**src/rtl/ym_pcm_fetch_sched_pkg.sv**
```systemverilog
// Shared constants and FSM encoding for the YM2610 ADPCM sample-ROM fetch path.
// Channels 0-5 are ADPCM-A; channel 6 is ADPCM-B.
package ym_pkg;

    localparam int unsigned NCH_A = 6;
    localparam int unsigned CH_B  = 6;
    localparam int unsigned NCH   = 7;

    typedef enum logic [1:0] {
        IDLE,
        REQ,
        DONE
    } fsm_e;

    typedef logic [2:0] ch_t;

    // Next channel index in round-robin order, wrapping 6 -> 0.
    function automatic ch_t rr_next(input ch_t c);
        return (c == ch_t'(NCH - 1)) ? '0 : c + ch_t'(1);
    endfunction

endpackage

```
**src/rtl/ym_pcm_fetch_sched_if.sv**
```systemverilog
// Byte-wide sample-ROM port shared by all ADPCM channels.
// The scheduler is the master; the ROM model or controller is the slave.
interface ym_pcm_fetch_sched_if #(
    parameter int unsigned ADDR_W = 24
);
    logic              ROM_REQ;
    logic [ADDR_W-1:0] ROM_ADDR;
    logic              ROM_ACK;
    logic [7:0]        ROM_DATA;

    modport master (
        output ROM_REQ,
        output ROM_ADDR,
        input  ROM_ACK,
        input  ROM_DATA
    );

    modport slave (
        input  ROM_REQ,
        input  ROM_ADDR,
        output ROM_ACK,
        output ROM_DATA
    );
endinterface

```
**src/rtl/ym_rr_arbiter.sv**
```systemverilog
// 7-way round-robin arbiter: the search starts one past the last granted channel.
// The pointer only moves when the caller actually takes the grant.
module ym_rr_arbiter
    import ym_pkg::*;
(
    input  logic           clk_i,
    input  logic           rst_ni,
    input  logic [NCH-1:0] req_i,
    input  logic           take_i,
    output logic           gnt_valid_o,
    output ch_t            gnt_o
);

    ch_t last_q, last_d;

    always_comb begin
        ch_t c;
        gnt_valid_o = 1'b0;
        gnt_o       = '0;
        c           = rr_next(last_q);
        for (int unsigned k = 0; k < NCH; k++) begin
            if (!gnt_valid_o && req_i[c]) begin
                gnt_valid_o = 1'b1;
                gnt_o       = c;
            end
            c = rr_next(c);
        end
    end

    always_comb begin
        last_d = last_q;
        if (take_i && gnt_valid_o) begin
            last_d = gnt_o;
        end
    end

    always_ff @(posedge clk_i) begin
        if (!rst_ni) begin
            last_q <= ch_t'(NCH - 1);
        end else begin
            last_q <= last_d;
        end
    end

endmodule

```
**src/rtl/ym_pcm_fetch_sched.sv**
```systemverilog
// Sample-ROM fetch scheduler: tracks per-channel play state/address and serves
// decoder byte requests one at a time over a shared ROM port.
module ym_pcm_fetch_sched
    import ym_pkg::*;
#(
    parameter int unsigned ADDR_W = 24
) (
    input  logic                  PHI_M,
    input  logic                  nRESET,
    input  logic [NCH_A-1:0]      PCMA_KEYON,
    input  logic [NCH_A-1:0]      PCMA_KEYOFF,
    input  logic [16*NCH_A-1:0]   PCMA_START,
    input  logic [16*NCH_A-1:0]   PCMA_STOP,
    input  logic                  PCMB_START,
    input  logic                  PCMB_RESET,
    input  logic                  PCMB_REPEAT,
    input  logic [15:0]           PCMB_START_ADDR,
    input  logic [15:0]           PCMB_STOP_ADDR,
    input  logic [NCH-1:0]        NEED,
    ym_pcm_fetch_sched_if.master  rom,
    output logic                  DATA_VALID,
    output logic [2:0]            DATA_CH,
    output logic [7:0]            DATA_OUT,
    output logic [NCH-1:0]        END,
    output logic [NCH-1:0]        ACTIVE
);

    fsm_e              state_q, state_d;
    ch_t               ch_q, ch_d;
    logic              stale_q, stale_d;
    logic [ADDR_W-1:0] rom_addr_q, rom_addr_d;
    logic [7:0]        data_q, data_d;
    logic [NCH-1:0]    active_q, active_d;
    logic [NCH-1:0]    pending_q, pending_d;
    logic [ADDR_W-1:0] addr_q [NCH];
    logic [ADDR_W-1:0] addr_d [NCH];

    logic [15:0]       start_w [NCH];
    logic [15:0]       stop_w  [NCH];
    logic [NCH-1:0]    keyon_v, keyoff_v;
    logic              gnt_valid, take;
    ch_t               gnt;

    always_comb begin
        for (int unsigned i = 0; i < NCH_A; i++) begin
            start_w[i] = PCMA_START[16*i +: 16];
            stop_w[i]  = PCMA_STOP[16*i +: 16];
        end
        start_w[CH_B] = PCMB_START_ADDR;
        stop_w[CH_B]  = PCMB_STOP_ADDR;
    end

    assign keyon_v  = {PCMB_START, PCMA_KEYON};
    assign keyoff_v = {PCMB_RESET, PCMA_KEYOFF};

    ym_rr_arbiter u_arb (
        .clk_i       (PHI_M),
        .rst_ni      (nRESET),
        .req_i       (pending_q & active_q),
        .take_i      (take),
        .gnt_valid_o (gnt_valid),
        .gnt_o       (gnt)
    );

    assign rom.ROM_REQ  = (state_q == REQ);
    assign rom.ROM_ADDR = rom_addr_q;
    assign DATA_CH      = ch_q;
    assign DATA_OUT     = data_q;
    assign ACTIVE       = active_q;

    always_comb begin
        state_d    = state_q;
        ch_d       = ch_q;
        stale_d    = stale_q;
        rom_addr_d = rom_addr_q;
        data_d     = data_q;
        active_d   = active_q;
        pending_d  = pending_q | (NEED & active_q);
        addr_d     = addr_q;
        take       = 1'b0;
        DATA_VALID = 1'b0;
        END        = '0;

        unique case (state_q)
            IDLE: begin
                if (gnt_valid) begin
                    take       = 1'b1;
                    ch_d       = gnt;
                    rom_addr_d = addr_q[gnt];
                    stale_d    = 1'b0;
                    state_d    = REQ;
                end
            end
            REQ: begin
                if (rom.ROM_ACK) begin
                    data_d  = rom.ROM_DATA;
                    state_d = DONE;
                end
            end
            DONE: begin
                state_d = IDLE;
                if (!stale_q) begin
                    DATA_VALID     = 1'b1;
                    pending_d[ch_q] = 1'b0;
                    if (rom_addr_q == {stop_w[ch_q][ADDR_W-9:0], 8'hFF}) begin
                        if (ch_q == ch_t'(CH_B) && PCMB_REPEAT) begin
                            addr_d[ch_q] = {start_w[ch_q][ADDR_W-9:0], 8'h00};
                        end else begin
                            active_d[ch_q] = 1'b0;
                            END[ch_q]      = 1'b1;
                        end
                    end else begin
                        addr_d[ch_q] = rom_addr_q + ADDR_W'(1);
                    end
                end
            end
            default: state_d = IDLE;
        endcase

        // Key events are applied last so they override the DONE-cycle update; a fetch
        // that is in flight (or being granted this cycle) for that channel turns stale.
        for (int unsigned i = 0; i < NCH; i++) begin
            if (keyoff_v[i]) begin
                active_d[i]  = 1'b0;
                pending_d[i] = 1'b0;
            end else if (keyon_v[i]) begin
                active_d[i]  = 1'b1;
                pending_d[i] = 1'b0;
                addr_d[i]    = {start_w[i][ADDR_W-9:0], 8'h00};
            end
            if ((keyon_v[i] || keyoff_v[i]) &&
                ((state_q == REQ && ch_q == ch_t'(i)) ||
                 (state_q == IDLE && gnt_valid && gnt == ch_t'(i)))) begin
                stale_d = 1'b1;
            end
        end
    end

    always_ff @(posedge PHI_M) begin
        if (!nRESET) begin
            state_q    <= IDLE;
            ch_q       <= '0;
            stale_q    <= 1'b0;
            rom_addr_q <= '0;
            data_q     <= '0;
            active_q   <= '0;
            pending_q  <= '0;
            for (int unsigned i = 0; i < NCH; i++) begin
                addr_q[i] <= '0;
            end
        end else begin
            state_q    <= state_d;
            ch_q       <= ch_d;
            stale_q    <= stale_d;
            rom_addr_q <= rom_addr_d;
            data_q     <= data_d;
            active_q   <= active_d;
            pending_q  <= pending_d;
            addr_q     <= addr_d;
        end
    end

endmodule
```
**src/flat_wrapper.sv**
```systemverilog
// flat-port wrapper written by rule: the top's interface ports become plain ports
module ym_pcm_fetch_sched_flat import ym_pkg::*;
#(
    parameter int unsigned ADDR_W = 24
)
  (PHI_M, nRESET, PCMA_KEYON, PCMA_KEYOFF, PCMA_START, PCMA_STOP, PCMB_START, PCMB_RESET, PCMB_REPEAT, PCMB_START_ADDR, PCMB_STOP_ADDR, NEED, DATA_VALID, DATA_CH, DATA_OUT, END, ACTIVE, rom_ROM_REQ, rom_ROM_ADDR, rom_ROM_ACK, rom_ROM_DATA);
  ym_pcm_fetch_sched_if #(.ADDR_W(ADDR_W)) rom_i ();
  input  logic PHI_M;
  input  logic nRESET;
  input  logic [NCH_A-1:0] PCMA_KEYON;
  input  logic [NCH_A-1:0] PCMA_KEYOFF;
  input  logic [16*NCH_A-1:0] PCMA_START;
  input  logic [16*NCH_A-1:0] PCMA_STOP;
  input  logic PCMB_START;
  input  logic PCMB_RESET;
  input  logic PCMB_REPEAT;
  input  logic [15:0] PCMB_START_ADDR;
  input  logic [15:0] PCMB_STOP_ADDR;
  input  logic [NCH-1:0] NEED;
  output logic DATA_VALID;
  output logic [2:0] DATA_CH;
  output logic [7:0] DATA_OUT;
  output logic [NCH-1:0] END;
  output logic [NCH-1:0] ACTIVE;
  output wire logic [$bits(rom_i.ROM_REQ)-1:0] rom_ROM_REQ;
  output wire logic [$bits(rom_i.ROM_ADDR)-1:0] rom_ROM_ADDR;
  input wire logic [$bits(rom_i.ROM_ACK)-1:0] rom_ROM_ACK;
  input wire logic [$bits(rom_i.ROM_DATA)-1:0] rom_ROM_DATA;
  assign rom_ROM_REQ = rom_i.ROM_REQ;
  assign rom_ROM_ADDR = rom_i.ROM_ADDR;
  assign rom_i.ROM_ACK = rom_ROM_ACK;
  assign rom_i.ROM_DATA = rom_ROM_DATA;
  ym_pcm_fetch_sched #(.ADDR_W(ADDR_W)) u_core (.PHI_M(PHI_M), .nRESET(nRESET), .PCMA_KEYON(PCMA_KEYON), .PCMA_KEYOFF(PCMA_KEYOFF), .PCMA_START(PCMA_START), .PCMA_STOP(PCMA_STOP), .PCMB_START(PCMB_START), .PCMB_RESET(PCMB_RESET), .PCMB_REPEAT(PCMB_REPEAT), .PCMB_START_ADDR(PCMB_START_ADDR), .PCMB_STOP_ADDR(PCMB_STOP_ADDR), .NEED(NEED), .rom(rom_i), .DATA_VALID(DATA_VALID), .DATA_CH(DATA_CH), .DATA_OUT(DATA_OUT), .END(END), .ACTIVE(ACTIVE));
endmodule
```
**config.mk**
```make
export PLATFORM = sky130hd
export DESIGN_NAME = ym_pcm_fetch_sched_flat
export DESIGN_NICKNAME = d
export VERILOG_FILES = /design/src/rtl/ym_pcm_fetch_sched_pkg.sv /design/src/rtl/ym_pcm_fetch_sched_if.sv /design/src/rtl/ym_rr_arbiter.sv /design/src/rtl/ym_pcm_fetch_sched.sv /design/src/flat_wrapper.sv
export SDC_FILE = /design/constraint.sdc
export NUM_CORES = 1
export LEC_CHECK = 0
export ABC_AREA = 0
export CAP_MARGIN = 20
export CORE_MARGIN = 8
export CORE_UTILIZATION = 51
export DETAILED_ROUTE_END_ITERATION = 7
export PLACE_DENSITY = 0.87
export SYNTH_ARGS = -nofsm -noshare
export SYNTH_HDL_FRONTEND = slang
export SYNTH_SLANG_ARGS = --single-unit
export TNS_END_PERCENT = 10
```
**constraint.sdc**
```tcl
create_clock -name PHI_M -period 4.68 [get_ports PHI_M]
set_input_delay 0.468 -clock PHI_M [delete_from_list [all_inputs] [get_ports PHI_M]]
set_output_delay 0.468 -clock PHI_M [all_outputs]
set_load 0.02 [all_outputs]
```
=== Word level (Yosys, flattened, before mapping) ===
Index checks and enable logic that the tools add are counted.

* Add/subtract/negate cells: 8
* Order comparisons: 12
* Equal/unequal tests: 38
* Muxes and demuxes: 101
* Bitwise operators: 9
* Reduce and logical (&&, ||, !) cells: 96

{| class="wikitable"
|+ Operators with widths
! kind !! count
|-
| 168-bit 2-to-1 mux || 4
|-
| 24-bit 2-to-1 mux || 17
|-
| 168-bit bitwise mux || 2
|-
| 16-bit binary-select mux with 3-bit select || 2
|-
| 24-bit binary-select mux with 3-bit select || 1
|-
| 24-bit demux with 3-bit select || 1
|-
| 7-bit 2-to-1 mux || 10
|-
| 16-bit 2-to-1 mux || 4
|-
| 3-bit 2-to-1 mux || 14
|-
| 3-bit equality test (second input constant) || 13
|-
| 1-bit 2-to-1 mux || 35
|-
| 1-bit logical AND || 32
|-
| 3-bit by 4-bit less-than comparator with 1-bit output (second input constant) || 8
|-
| 7-bit AND || 4
|-
| 2-bit != test (second input constant) || 14
|-
| 4-bit AND reduction || 7
|-
| 2-bit nonzero test || 14
|-
| 24-bit by 1-bit adder with 24-bit output (second input constant) || 1
|-
| 24-bit equality test || 1
|-
| 3-bit by 1-bit adder with 3-bit output (second input constant) || 7
|-
| 1-bit binary-select mux with 3-bit select || 7
|-
| 3-bit OR reduction || 7
|-
| 8-bit nonzero test || 2
|-
| 1-bit logical OR || 14
|-
| other kinds (20) || 43
|}

* Bits in registers: 223
* Input bits: 257
* Output and inout bits: 51
* Word-level logic and storage cells: 291

=== Depth between registers and ports, before layout ===
Gate-level depths: netlist of run 1.

* Word-level depth: 34
* Depth in mapped cells: 15
* Gate-level depth less buffers: 10

=== Modules after synthesis ===
From an unflattened synthesis of run 1, not the netlist that was laid out.

* Cell total of the unflattened synthesis: 1623
* Area total of the unflattened synthesis: 13455.4 sq um

{| class="wikitable"
|+ Modules (own cells, without submodules)
! module !! times used !! cells an instance !! area each (sq um) !! sequential area each (sq um)
|-
| ym_pcm_fetch_sched || 1 || 1471 || 12299.3 || 4404.2
|-
| ym_rr_arbiter || 1 || 152 || 1156.1 || 60.1
|}

=== Least setup slack after synthesis of run 1 ===
Ideal clock, no wire load.

* Kind: flip-flop to output port
* Start: register u_core.u_arb.last_q[0] (netlist name)
* End: output END[6]
* Arrival: 3.034 ns
* Data required time: 4.212 ns
* Setup slack: 1.178 ns
* Stages on the path, launching flop included: 12
* Buffers on the path: 3
* Cell sequence: dfxtp_1 buf_4 buf_2 buf_2 mux2i_1 mux4_2 xnor2_1 nor4_1 and3_1 nand4_1 nand2b_1 nor3_1

{| class="wikitable"
|+ RTL lines
! element !! RTL line !! source
|-
| to (decl) || flat_wrapper.sv:23 || <nowiki>output logic [NCH-1:0] END;</nowiki>
|}

==> results of run 1 <==
==> registers in the layout (all words and copies together) (netlist names) <==
register / cells
u_core.pending_q: 7
u_core.state_q: 2
u_core.addr_q: 168
u_core.stale_q: 1
u_core.ACTIVE: 7
u_core.rom.ROM_ADDR: 24
u_core.u_arb.last_q: 3
u_core.DATA_CH: 2
u_core.DATA_OUT: 8
==> per-stage QoR <==
stage          hold slack (ns)  worst slack, ns  power (mW)
2_1_floorplan            0.436             1.18        3.33
3_3_place_gp             0.442            0.488        4.12
3_5_place_dp             0.449            0.535        4.14
4_1_cts                  0.457           0.0945        6.08
5_1_grt                  0.484           0.0497        6.32
6_report                 0.455            0.173        6.15
==> cell families (layout without fill, tap and decap cells) <==
group | count (synthesis) | count (layout) | synth area share, %
fa+ha+maj | 1 | 1 | 0.0958
mux | 163 | 163 | 14.7
simple gates | 545 | 545 | 19.2
compound gates | 472 | 472 | 24.2
flops | 222 | 222 | 34.0
other cells | 0 | 3 | 0
xor+xnor | 41 | 41 | 2.75
buf+inv | 139 | 429 | 5.03
==> where the power goes <==
group	switching, mW	internal (mW)	leakage, nW	total, mW
Sequential	0.171	2.00	1.81	2.17
Combinational	1.14	0.882	3.66	2.02
Clock	0.810	1.15	0.408	1.96
==> layout make-up <==
class,count,area [um2],share of cell area (%)
clock buffers,38,743,4.29
inverters,16,60.1,0.346
well taps,330,413,2.38
diodes,3,7.51,0.0433
clock inverters,6,83.8,0.483
flip-flops and latches,222,4450,25.7
repair buffers,369,3600,20.8
multi-input cells,1222,7980,46.0
==> critical path: stages, from the launching register on <==
cell	delay (ns)
dfxtp_4	0.56
buf_4	0.25
mux2i_1	0.08
mux4_2	0.49
xnor2_1	0.17
nor4_1	0.27
and3_1	0.19
nand4_1	0.13
nand2b_1	0.25
nor3_2	0.40
clkdlybuf4s50_1	0.69
==> worst min path at each step <==
stage | from | endpoint | slack [ns] | cells past startpoint
2_1_floorplan | u_core.addr_q[145]$_SDFF_PN0_ | u_core.addr_q[145]$_SDFF_PN0_ | 0.44 | 2
3_3_place_gp | u_core.DATA_OUT[7]$_SDFFE_PN0P_ | u_core.DATA_OUT[7]$_SDFFE_PN0P_ | 0.44 | 2
3_5_place_dp | u_core.DATA_OUT[6]$_SDFFE_PN0P_ | u_core.DATA_OUT[6]$_SDFFE_PN0P_ | 0.45 | 2
4_1_cts | u_core.DATA_OUT[2]$_SDFFE_PN0P_ | u_core.DATA_OUT[2]$_SDFFE_PN0P_ | 0.46 | 2
5_1_grt | u_core.DATA_OUT[3]$_SDFFE_PN0P_ | u_core.DATA_OUT[3]$_SDFFE_PN0P_ | 0.48 | 2
6_report | u_core.DATA_OUT[2]$_SDFFE_PN0P_ | u_core.DATA_OUT[2]$_SDFFE_PN0P_ | 0.45 | 2
==> Yosys cell counts, types with 4 or more instances <==
| cell type | count | area (um2) |
|---|---|---|
| a211oi_1 | 49 | 368 |
| a21o_1 | 16 | 120 |
| a21oi_1 | 117 | 586 |
| a221o_1 | 9 | 90.1 |
| a22o_1 | 9 | 78.8 |
| a22oi_1 | 37 | 278 |
| a31oi_1 | 5 | 31.3 |
| and2_1 | 8 | 50.1 |
| and3_1 | 7 | 43.8 |
| buf_1 | 6 | 22.5 |
| buf_2 | 42 | 210 |
| buf_4 | 4 | 30.0 |
| buf_6 | 6 | 67.6 |
| clkbuf_1 | 63 | 236 |
| dfxtp_1 | 222 | 4440 |
| inv_1 | 13 | 48.8 |
| mux2_1 | 6 | 67.6 |
| mux2i_1 | 130 | 1300 |
| mux4_2 | 21 | 473 |
| nand2_1 | 210 | 788 |
| nand2b_1 | 28 | 175 |
| nand3_1 | 46 | 230 |
| nor2_1 | 144 | 541 |
| nor2b_1 | 13 | 81.3 |
| nor3_1 | 44 | 220 |
| nor4_1 | 9 | 56.3 |
| o211ai_1 | 49 | 368 |
| o21ai_0 | 80 | 400 |
| o21ai_1 | 4 | 20.0 |
| o21bai_1 | 4 | 30.0 |
| o221ai_1 | 17 | 149 |
| o22a_1 | 17 | 149 |
| o22ai_1 | 26 | 163 |
| or3_1 | 6 | 37.5 |
| xnor2_1 | 30 | 263 |
| xor2_1 | 11 | 96.3 |
==> routing by layer <==
layer / GRT usage [%] / share of wire, % / wire length [um]
met5: 0 / 0 / 0
met4: 19.7 / 6.6 / 3560
met1: 40.8 / 37 / 19700
met2: 52.8 / 44 / 23900
met3: 8.33 / 13 / 6850
==> repair_timing <==
item,CTS,global route
buffers inserted,1,0
setup endpoints to repair,1,1
gates resized for setup,0,1
==> key figures, run 1 <==
Logic synthesis
  • Cell Area, Synth: 13100 um2
  • Sequential fraction of the synthesis area: 34.0%
  • Synth warn: 0
  • Mean Syn Cell Area: 8.25 um2
  • Mapped Cells: 1583
  • Syn_nets: 1841
  • Number of synthesized register bits: 222
  • Post-synth top flop: dfxtp_1
  • Synth unique cells: 83
  • Asr flop ratio synth: 0%
  • Post-synth EDFFs: 0

CTS
  • Clock slew at the register clock pins of the worst setup and hold paths: 0.06 ns
  • Bufs on Longest Clock Path: 3
  • Number of clock sinks: 222
  • H-tree levels: 1
  • CTS buffer count: 24
  • Worst-skew pair later-pin latency: 0.54 ns
  • CTS Hold Bufs: 0
  • CTS tree: yes
  • CTS Root Cell: clkbuf_16

Detailed routing
  • 1st-pass router iterations: 7
  • Remaining DRCs: 0
  • ANT nets after route: 0
  • WL/cell: 24.5 um
  • Via count: 14500
  • DR vias/cell: 6.55
  • Initial drt markers: 2229
  • Routed wire length: 54100 um

Worst setup path
  • R2R Path End: u_core.rom.ROM_ADDR[13]$_SDFFE_PN0P_
  • Crit path to: END[6]
  • Critical Path AT: 4.04 ns
  • RR Startpoint: u_core.u_arb.last_q[2]$_SDFFE_PN1P_
  • CP Capture Type: output port
  • R2R cell count: 12
  • Worst setup SP type: flop
  • Kind of critical path: flop to output port
  • Critical path origin: u_core.u_arb.last_q[0]$_SDFFE_PN0P_
  • CP Max Fanout: 20
  • Register-to-register path setup slack: 0.68 ns
  • WP data required: 4.21 ns

Timing
  • Setup Skew: 0.0134 ns
  • Final Max Tran Viols: 0
  • Crit path time final: 4.51 ns
  • Hold Violations, Final: 0
  • RSZ-0062 raised after global routing: false
  • Setup TNS: 0 ns
  • Peak Freq: 0.222 GHz
  • Endpoints failing setup: 0
  • Period utilisation layout: 96.3%
  • Slew Limit Headroom: 18.5%
  • Slew @ Worst Pin: 1.21 ns

Final layout
  • Fin util: 68.9%
  • Layout Cells excl Fill: 2206
  • Filler Cells Inserted: 1940
  • Area delta synth->final: 32.8%
  • Fraction of layout cells with a size suffix above 1: 8.44%
  • Finished Cell Area: 17300 um2
  • Most frequent cells in the layout: clkdlybuf4s50_1, dfxtp_1, nand2_1
  • Final Net Count: 2113
  • Most common cell after layout, fill and taps aside: clkdlybuf4s50_1

Place
  • Placed cell area: 16500 um2
  • Port buffer count: 307
  • Post-DP HPWL: 38900 um
  • GPL Wtd Cong: 0.989
  • Placed cells: 2158

Pwr
  • Pwr per Cell Area: 355 nW/um2
  • Leak pwr: 5.87 nW
  • Worst vdd ir: 230 uV

Global routing
  • Global-route usage over all layers: 33.4%
  • Largest net degree at the start of global routing: 66
  • Grt ovf: 0
  • Number of global-route vias before repair: 14300
  • Global-route wire length before repair: 82400 um
  • Initial antenna violation count: 2

Floorplanning
  • I/O Pins: 308
  • DIE HEIGHT: 176 um
  • Die Wd: 176 um
  • Die area: 31000 um2
  • Initial cell density of the core: 51.8%
  • Core area: 25200 um2
  • FP Rows: 58

Status
  • Run status: finished, final reports clean

Run
  • Max-cap violations: 0

Hold path
  • Hold/Removal Path Class: flop to flop
(Power assumes the default switching activity.)
==> run 2: changes to the inputs <==
--- a/config.mk
+++ b/config.mk
@@ -11,6 +11,7 @@
 export CORE_UTILIZATION = 51
 export DETAILED_ROUTE_END_ITERATION = 7
 export PLACE_DENSITY = 0.87
+export SLEW_MARGIN = 0
 export SYNTH_ARGS = -nofsm -noshare
 export SYNTH_HDL_FRONTEND = slang
 export SYNTH_SLANG_ARGS = --single-unit
==> results of run 2 <==
The final DEF is identical to that of run 1; final timing and power are the same.
